## config.mk

```make
export PLATFORM = sky130hd
export DESIGN_NAME = usb_bus_arbiter
export DESIGN_NICKNAME = d
export VERILOG_FILES = /design/src/rtl/usb_bus_arbiter.sv
export SDC_FILE = /design/constraint.sdc
export NUM_CORES = 1
export LEC_CHECK = 0
export ABC_AREA = 1
export CORE_ASPECT_RATIO = 1.5
export CORE_MARGIN = 2
export CORE_UTILIZATION = 39
export CTS_BUF_LIST = sky130_fd_sc_hd__clkbuf_8
export CTS_CLUSTER_SIZE = 12
export DETAILED_ROUTE_END_ITERATION = 12
export GPL_TIMING_DRIVEN = 0
export PLACE_DENSITY_LB_ADDON = 0.15
export SKIP_CTS_REPAIR_TIMING = 1
export SLEW_MARGIN = 20
export SYNTH_ARGS = -nofsm -noshare
export SYNTH_HDL_FRONTEND = slang
export SYNTH_SLANG_ARGS = --single-unit
```

## constraint.sdc

```tcl
create_clock -name clk -period 1.5 [get_ports clk]
set_input_delay 0.225 -clock clk [delete_from_list [all_inputs] [get_ports clk]]
set_output_delay 0.225 -clock clk [all_outputs]
set_load 0.01 [all_outputs]
```

## src/rtl/usb_bus_arbiter.sv

```systemverilog
// -----------------------------------------------------------------------------
// usb_bus_arbiter
//
// Purpose:
//   Arbitrates a byte-wide USB FIFO bridge (FT245-style) between host-to-device
//   reads and up to three device-side transmit requesters. Reads and whole
//   write packets are interleaved fairly. Write requesters are picked
//   round-robin, and a granted requester keeps the write port until its packet
//   ends.
//
// Optional feature:
//   USB_ARB_TIMEOUT_EN - when defined, a 16-bit wait counter abandons a write
//   packet that has stalled in WR_WAIT (txe_n held high). The abandon is
//   reported with a one-cycle timeout pulse. When the macro is undefined,
//   WR_WAIT waits indefinitely and timeout is tied low.
//
// Ports:
//   clk              in   system clock, all logic on the rising edge
//   reset            in   synchronous active-high reset
//   rxf_n            in   FIFO holds a host byte (active low)
//   txe_n            in   FIFO can accept a byte (active low)
//   rx_data_in[7:0]  in   FIFO data bus, read direction
//   req[2:0]         in   per-requester transmit request
//   req_data0/1/2    in   requester bytes, held stable until acknowledged
//   req_last[2:0]    in   current byte is the last of its packet
//   grant[2:0]       out  one-hot owner of the write port
//   ack[2:0]         out  one-cycle pulse, granted byte was written
//   data_out[7:0]    out  FIFO data bus, write direction
//   data_out_enable  out  drive data_out onto the bus
//   rd_n             out  FIFO read strobe (active low)
//   wr_n             out  FIFO write strobe (active low)
//   rx_byte[7:0]     out  last byte read from the host
//   rx_valid         out  one-cycle pulse, rx_byte updated
//   timeout          out  one-cycle pulse, write packet abandoned
//   state_out[3:0]   out  current FSM state encoding
// -----------------------------------------------------------------------------
module usb_bus_arbiter (
  input  logic       clk,
  input  logic       reset,
  input  logic       rxf_n,
  input  logic       txe_n,
  input  logic [7:0] rx_data_in,
  input  logic [2:0] req,
  input  logic [7:0] req_data0,
  input  logic [7:0] req_data1,
  input  logic [7:0] req_data2,
  input  logic [2:0] req_last,
  output logic [2:0] grant,
  output logic [2:0] ack,
  output logic [7:0] data_out,
  output logic       data_out_enable,
  output logic       rd_n,
  output logic       wr_n,
  output logic [7:0] rx_byte,
  output logic       rx_valid,
  output logic       timeout,
  output logic [3:0] state_out
);

  typedef enum logic [3:0] {
    IDLE     = 4'd0,
    RD1      = 4'd1,
    RD2      = 4'd2,
    RD3      = 4'd3,
    RD_END   = 4'd4,
    WR_WAIT  = 4'd5,
    WR_SETUP = 4'd6,
    WR_LO1   = 4'd7,
    WR_LO2   = 4'd8,
    WR_HI    = 4'd9
  } state_t;

  state_t     state;
  state_t     state_nx;
  logic [1:0] rr;
  logic [1:0] rr_nx;
  logic [1:0] owner;
  logic [1:0] owner_nx;
  logic [2:0] grant_nx;
  logic       last_was_read;
  logic       last_was_read_nx;

  logic [7:0] owner_data;
  logic       owner_req;
  logic       owner_last;
  logic [1:0] owner_inc;
  logic [1:0] pick;

  logic       rd_strobe_nx;
  logic       wr_strobe_nx;
  logic       wr_phase_nx;
  logic       rd_done_nx;
  logic       wr_hi_nx;

`ifdef USB_ARB_TIMEOUT_EN
  logic [15:0] wait_cnt;
  logic [15:0] wait_cnt_nx;
  logic        timeout_q;
  logic        timeout_nx;
`endif

  // Round-robin search: scan offsets rr, rr+1, rr+2 (mod 3) and return the
  // first index with its request set. The scan runs from the farthest offset
  // to the nearest, so the nearest hit is the one that survives.
  function automatic logic [1:0] rr_pick(input logic [2:0] r, input logic [1:0] p);
    logic [2:0] s;
    logic [1:0] res;
    res = p;
    for (int k = 2; k >= 0; k--) begin
      s = {1'b0, p} + 3'(k);
      if (s > 3'd2) s = s - 3'd3;
      if (r[s[1:0]]) res = s[1:0];
    end
    return res;
  endfunction

  // Select the byte, request and last flag of the requester that currently
  // owns the write port. owner is held as an index next to the one-hot grant,
  // so no decoder is needed. rr advances to the slot after the owner when a
  // packet ends.
  always_comb begin
    owner_data = 8'h00;
    owner_req  = 1'b0;
    owner_last = 1'b0;
    case (owner)
      2'd0: begin
        owner_data = req_data0;
        owner_req  = req[0];
        owner_last = req_last[0];
      end
      2'd1: begin
        owner_data = req_data1;
        owner_req  = req[1];
        owner_last = req_last[1];
      end
      default: begin
        owner_data = req_data2;
        owner_req  = req[2];
        owner_last = req_last[2];
      end
    endcase
    owner_inc = (owner == 2'd2) ? 2'd0 : owner + 2'd1;
    pick      = rr_pick(req, rr);
  end

  // Next-state decode. Reads start only from IDLE, so a write packet is never
  // split by a read. When both classes are pending, last_was_read gives the
  // turn to the class that was not served last. last_was_read is cleared as
  // soon as a write is granted, so it already reads 0 when the packet ends.
  always_comb begin
    state_nx         = state;
    grant_nx         = grant;
    owner_nx         = owner;
    rr_nx            = rr;
    last_was_read_nx = last_was_read;
`ifdef USB_ARB_TIMEOUT_EN
    wait_cnt_nx      = wait_cnt;
    timeout_nx       = 1'b0;
`endif
    case (state)
      IDLE: begin
        if (!rxf_n && (!(|req) || !last_was_read)) begin
          state_nx         = RD1;
          last_was_read_nx = 1'b1;
        end else if (|req) begin
          state_nx         = WR_WAIT;
          owner_nx         = pick;
          grant_nx         = 3'b001 << pick;
          last_was_read_nx = 1'b0;
`ifdef USB_ARB_TIMEOUT_EN
          wait_cnt_nx      = 16'h0000;
`endif
        end
      end
      RD1:    state_nx = RD2;
      RD2:    state_nx = RD3;
      RD3:    state_nx = RD_END;
      RD_END: state_nx = IDLE;
      WR_WAIT: begin
        if (!owner_req) begin
          state_nx = IDLE;
          grant_nx = 3'b000;
          rr_nx    = owner_inc;
        end else if (!txe_n) begin
          state_nx = WR_SETUP;
        end else begin
`ifdef USB_ARB_TIMEOUT_EN
          // The counter reaching 16'hFFFF ends the wait, so the decision is
          // taken on the increment out of 16'hFFFE.
          wait_cnt_nx = wait_cnt + 16'h0001;
          if (wait_cnt == 16'hFFFE) begin
            state_nx   = IDLE;
            grant_nx   = 3'b000;
            rr_nx      = owner_inc;
            timeout_nx = 1'b1;
          end
`endif
        end
      end
      WR_SETUP: state_nx = WR_LO1;
      WR_LO1:   state_nx = WR_LO2;
      WR_LO2:   state_nx = WR_HI;
      WR_HI: begin
        if (owner_last) begin
          state_nx         = IDLE;
          grant_nx         = 3'b000;
          rr_nx            = owner_inc;
          last_was_read_nx = 1'b0;
        end else begin
          state_nx = WR_WAIT;
`ifdef USB_ARB_TIMEOUT_EN
          wait_cnt_nx = 16'h0000;
`endif
        end
      end
      default: begin
        state_nx = IDLE;
        grant_nx = 3'b000;
      end
    endcase
  end

  // Strobe and flag decode from the next state. Registering these together
  // with the state keeps every output glitch-free and aligned with state_out.
  always_comb begin
    rd_strobe_nx = (state_nx == RD1) || (state_nx == RD2) || (state_nx == RD3);
    wr_strobe_nx = (state_nx == WR_LO1) || (state_nx == WR_LO2);
    wr_phase_nx  = (state_nx == WR_WAIT) || (state_nx == WR_SETUP) ||
                   (state_nx == WR_LO1)  || (state_nx == WR_LO2)   ||
                   (state_nx == WR_HI);
    rd_done_nx   = (state_nx == RD_END);
    wr_hi_nx     = (state_nx == WR_HI);
  end

  // State register and registered outputs. Reset is synchronous, so an
  // active strobe is released on the first edge that samples reset high.
  // rx_byte captures the bus on the RD3 -> RD_END edge and is then held.
  always_ff @(posedge clk) begin
    if (reset) begin
      state           <= IDLE;
      grant           <= 3'b000;
      owner           <= 2'd0;
      rr              <= 2'd0;
      last_was_read   <= 1'b0;
      rd_n            <= 1'b1;
      wr_n            <= 1'b1;
      ack             <= 3'b000;
      rx_valid        <= 1'b0;
      rx_byte         <= 8'h00;
      data_out_enable <= 1'b0;
`ifdef USB_ARB_TIMEOUT_EN
      wait_cnt        <= 16'h0000;
      timeout_q       <= 1'b0;
`endif
    end else begin
      state           <= state_nx;
      grant           <= grant_nx;
      owner           <= owner_nx;
      rr              <= rr_nx;
      last_was_read   <= last_was_read_nx;
      rd_n            <= !rd_strobe_nx;
      wr_n            <= !wr_strobe_nx;
      ack             <= wr_hi_nx ? grant_nx : 3'b000;
      rx_valid        <= rd_done_nx;
      data_out_enable <= wr_phase_nx;
      if (state == RD3) rx_byte <= rx_data_in;
`ifdef USB_ARB_TIMEOUT_EN
      wait_cnt        <= wait_cnt_nx;
      timeout_q       <= timeout_nx;
`endif
    end
  end

  // The bus shows the owner's byte only while the port is enabled. The byte
  // comes live from the requester, which holds it stable until its ack.
  assign data_out  = data_out_enable ? owner_data : 8'h00;
  assign state_out = state;

`ifdef USB_ARB_TIMEOUT_EN
  assign timeout = timeout_q;
`else
  assign timeout = 1'b0;
`endif

endmodule

```

==> impl_metrics.yaml, run 1 <==
synthesis:
  synth-seq-cells: 27
  avgSynthCellArea_um2: 6.42
  yosys_warnings: 0
  synth_compound_area_share_pct: 14.1
  ys_types: 32
  syn_area_um2: 1640
  synth-xor-area-share_pct: 0
  synth_top_family_by_area: "simple AND/OR/NAND/NOR gates"
  synth.top_cell.area_share_pct: 33.0
  synthCells: 255
  yosysTopAreaCell: "dfxtp_1"
  synth.mux.area_fraction_pct: 0
  synthTopCellsByArea: "dfxtp_1 33%, nand2_1 16%, nand3_1 8.6%"
  synth_fa_ha_area_share_pct: 1.53
  ys_seq_area_share_pct: 33.0
  synthSimpleGateAreaFrac_pct: 40.1
  synth_nets: 299
detailed_routing:
  drt-vias-per-instance: 5.01
  routed_wirelength_mm: 4.84
  drtIter0Drc: 52
  ant_nets: 0
  drc: 0
  wl_per_cell_um: 12.5
  drtPass1Iterations: 4
  vias: 1932
setup_path:
  path_class: "flip-flop to flip-flop"
  cp.arrival_ns: 1.90
  r2r_end: "ack[2]"
  cp-startpoint: "rr[0]"
  crit_end: "ack[2]"
  worst-r2r-cell-count: 11
  path_max_fanout: 4
  reg2reg_slack_ns: -0.20
  end_kind: "flip-flop"
  timing.rr.start: "rr[0]"
  cp.required_ns: 1.70
  crit_path_start_kind: "flip-flop"
clocking:
  cts_tree: "done"
  cts_sinks: 27
  clk_path_buf_depth: 2
  clkTransAtPathRegs_ns: 0.09
  clock_latency_ns: 0.27
  htree_levels: 1
  cts_buffers: 3
  clockRootBuffer: "clkbuf_8"
pwr:
  power_switching_mw: 1.94
  p_clk_share_pct: 9.6
  seq_power_share_pct: 26.3
  internal_power_mw: 2.43
  ir_worst_vdd_mv: 1.13
  leakage_nw: 1.29
  p_total_mw: 4.37
  power_density_nw_per_um2: 1610
  p_comb_share_pct: 64.1
  switching_share_pct: 44.4
placed_design:
  dp_hpwl_mm: 3.56
  post-place-cells: 371
  portBuffers: 71
  dp_slack_ns: -0.417
  finalWeightedCongestion: 0.885
timing:
  min_period_over_period_pct: 113
  slew_violations: 0
  timing.fmax_ghz: 0.589
  fin_crit_ns: 1.70
  hold_viol_final: 0
  skew_ns: 0.00262
  final.setup.worst_slack_ns: -0.199
  grt_setup_unrepaired: "yes"
  finalSetupViolations: 11
finish:
  num_antenna_cells: 0
  regArea_um2: 566
  n_fill_cell: 360
  syn_to_final_growth_pct: 66.1
  final_cell_mix: "59 x clkdlybuf4s50_1, 55 x nand2_1, 24 x nor2_1"
  layout-drive-gt1-share_pct: 31.1
  multi_input_area_um2: 1070
  fin_nets: 386
  layout.cells.non_filler: 386
  mostFrequentLayoutCell: "clkdlybuf4s50_1"
grt:
  grt_first_pass_wirelength_mm: 7.31
  grt_pass1_vias: 1678
  antenna_found_initial: 0
  grt_usage_pct: 18.4
  grt_max_degree: 17
  grt-ovfl-total: 0
die:
  core_um2: 3990
  dieWidth_um: 56.9
  num_io_pins: 73
  rows: 28
  die_area_um2: 4740
  initial_core_util_pct: 41.0
  die_y_um: 83.3
status:
  outcome: "finished with violations"
  violations: "negative setup slack"
job:
  maxCapViolations: 0
worst_hold_path:
  hold_class: "flip-flop to flip-flop"
  holdPathStages: 2
-- cell families (layout without fill, tap and decap cells) --
logic type / count (synthesis) / count (layout)
AO/OA/AOI/OAI: 37 / 37
flip-flops: 27 / 27
AND/OR/NAND/NOR: 144 / 144
other: 1 / 1
adder cells (fa/ha/maj): 2 / 2
buffers and inverters: 44 / 130
-- power groups by stage --
| stage | Combinational, mW | Sequential [mW] | Clock [mW] |
|---|---|---|---|
| after floorplan | 1.42 | 1.11 | 0 |
| after global placement | 2.23 | 1.08 | 0 |
| after detailed placement | 2.25 | 1.08 | 0 |
| after CTS | 2.26 | 1.07 | 0.435 |
| after global routing | 3.07 | 1.18 | 0.466 |
| final | 2.80 | 1.15 | 0.421 |
-- per-stage QoR --
step	utilization [%]	TNS, ns	hold slack (ns)	cell area, um^2
after floorplan	-	0	0.389	1660
after global placement	60.7	-5.68	0.467	2420
after detailed placement	60.7	-5.92	0.464	2420
after CTS	61.9	-5.44	0.483	2470
after global routing	68.1	-3.00	0.511	2720
final	68.1	-1.05	0.492	2720
-- registers in the layout (all words and copies together), names as in the netlist --
signal and flops:
last_was_read 1, ack 3, rd_n 1, rr 2
rx_valid 1, rx_byte 8, grant 3, wr_n 1
state_out 4, data_out_enable 1, owner 2
-- worst max-delay path, stage by stage, from the launching register on --
cell,delay (ns)
dfxtp_4,0.37
inv_2,0.04
ha_4,0.25
o21ai_2,0.19
nand3_1,0.10
nand2_1,0.06
inv_1,0.03
nand2_1,0.06
nand2_2,0.08
o21ai_1,0.16
nand2_1,0.10
a21oi_1,0.17
-- metal layers --
metal | track usage [%] | part of all wire [%] | up-vias
li1 | - | - | 987
met1 | 20.3 | 39 | 872
met2 | 34.8 | 54 | 61
met3 | 3.12 | 4.3 | 12
met4 | 5.29 | 2.2 | 0
met5 | 0 | 0 | -
-- worst min-delay path by stage --
stage,from,endpoint,slack [ns]
2_1_floorplan,reset,owner[0],0.39
3_3_place_gp,last_was_read,last_was_read,0.47
3_5_place_dp,last_was_read,last_was_read,0.46
4_1_cts,last_was_read,last_was_read,0.48
5_1_grt,rx_byte[7],rx_byte[7],0.51
6_report,rx_byte[2],rx_byte[2],0.49
-- Yosys cell counts, drive strengths merged --
master / n
conb: 1
and3: 1
nand4: 2
o221ai: 1
clkbuf: 2
nor2: 28
o21ai: 19
dfxtp: 27
nand2: 80
nor3: 2
nor4: 1
a21oi: 12
a31oi: 2
buf: 5
a211oi: 1
inv: 37
nand3: 30
ha: 2
o21bai: 1
o211ai: 1
-- cell type report --
cell class,count,share of cell area [%]
multi-input cells,184,39.3
repair buffers,81,28.7
flip-flops and latches,27,20.8
inverters,37,5.48
well taps,45,2.07
plain buffers,7,1.61
clock buffers,3,1.52
clock inverters,1,0.276
repair inverters,1,0.230
Power figures use the tool's default switching activity.
==> inputs of run 2 (changes only) <==
--- a/config.mk
+++ b/config.mk
@@ -15,7 +15,6 @@
 export GPL_TIMING_DRIVEN = 0
 export PLACE_DENSITY_LB_ADDON = 0.15
 export SKIP_CTS_REPAIR_TIMING = 1
-export SLEW_MARGIN = 20
 export SYNTH_ARGS = -nofsm -noshare
 export SYNTH_HDL_FRONTEND = slang
 export SYNTH_SLANG_ARGS = --single-unit
==> results of run 2 <==
Final layout, timing and power as in run 1 (identical DEF).
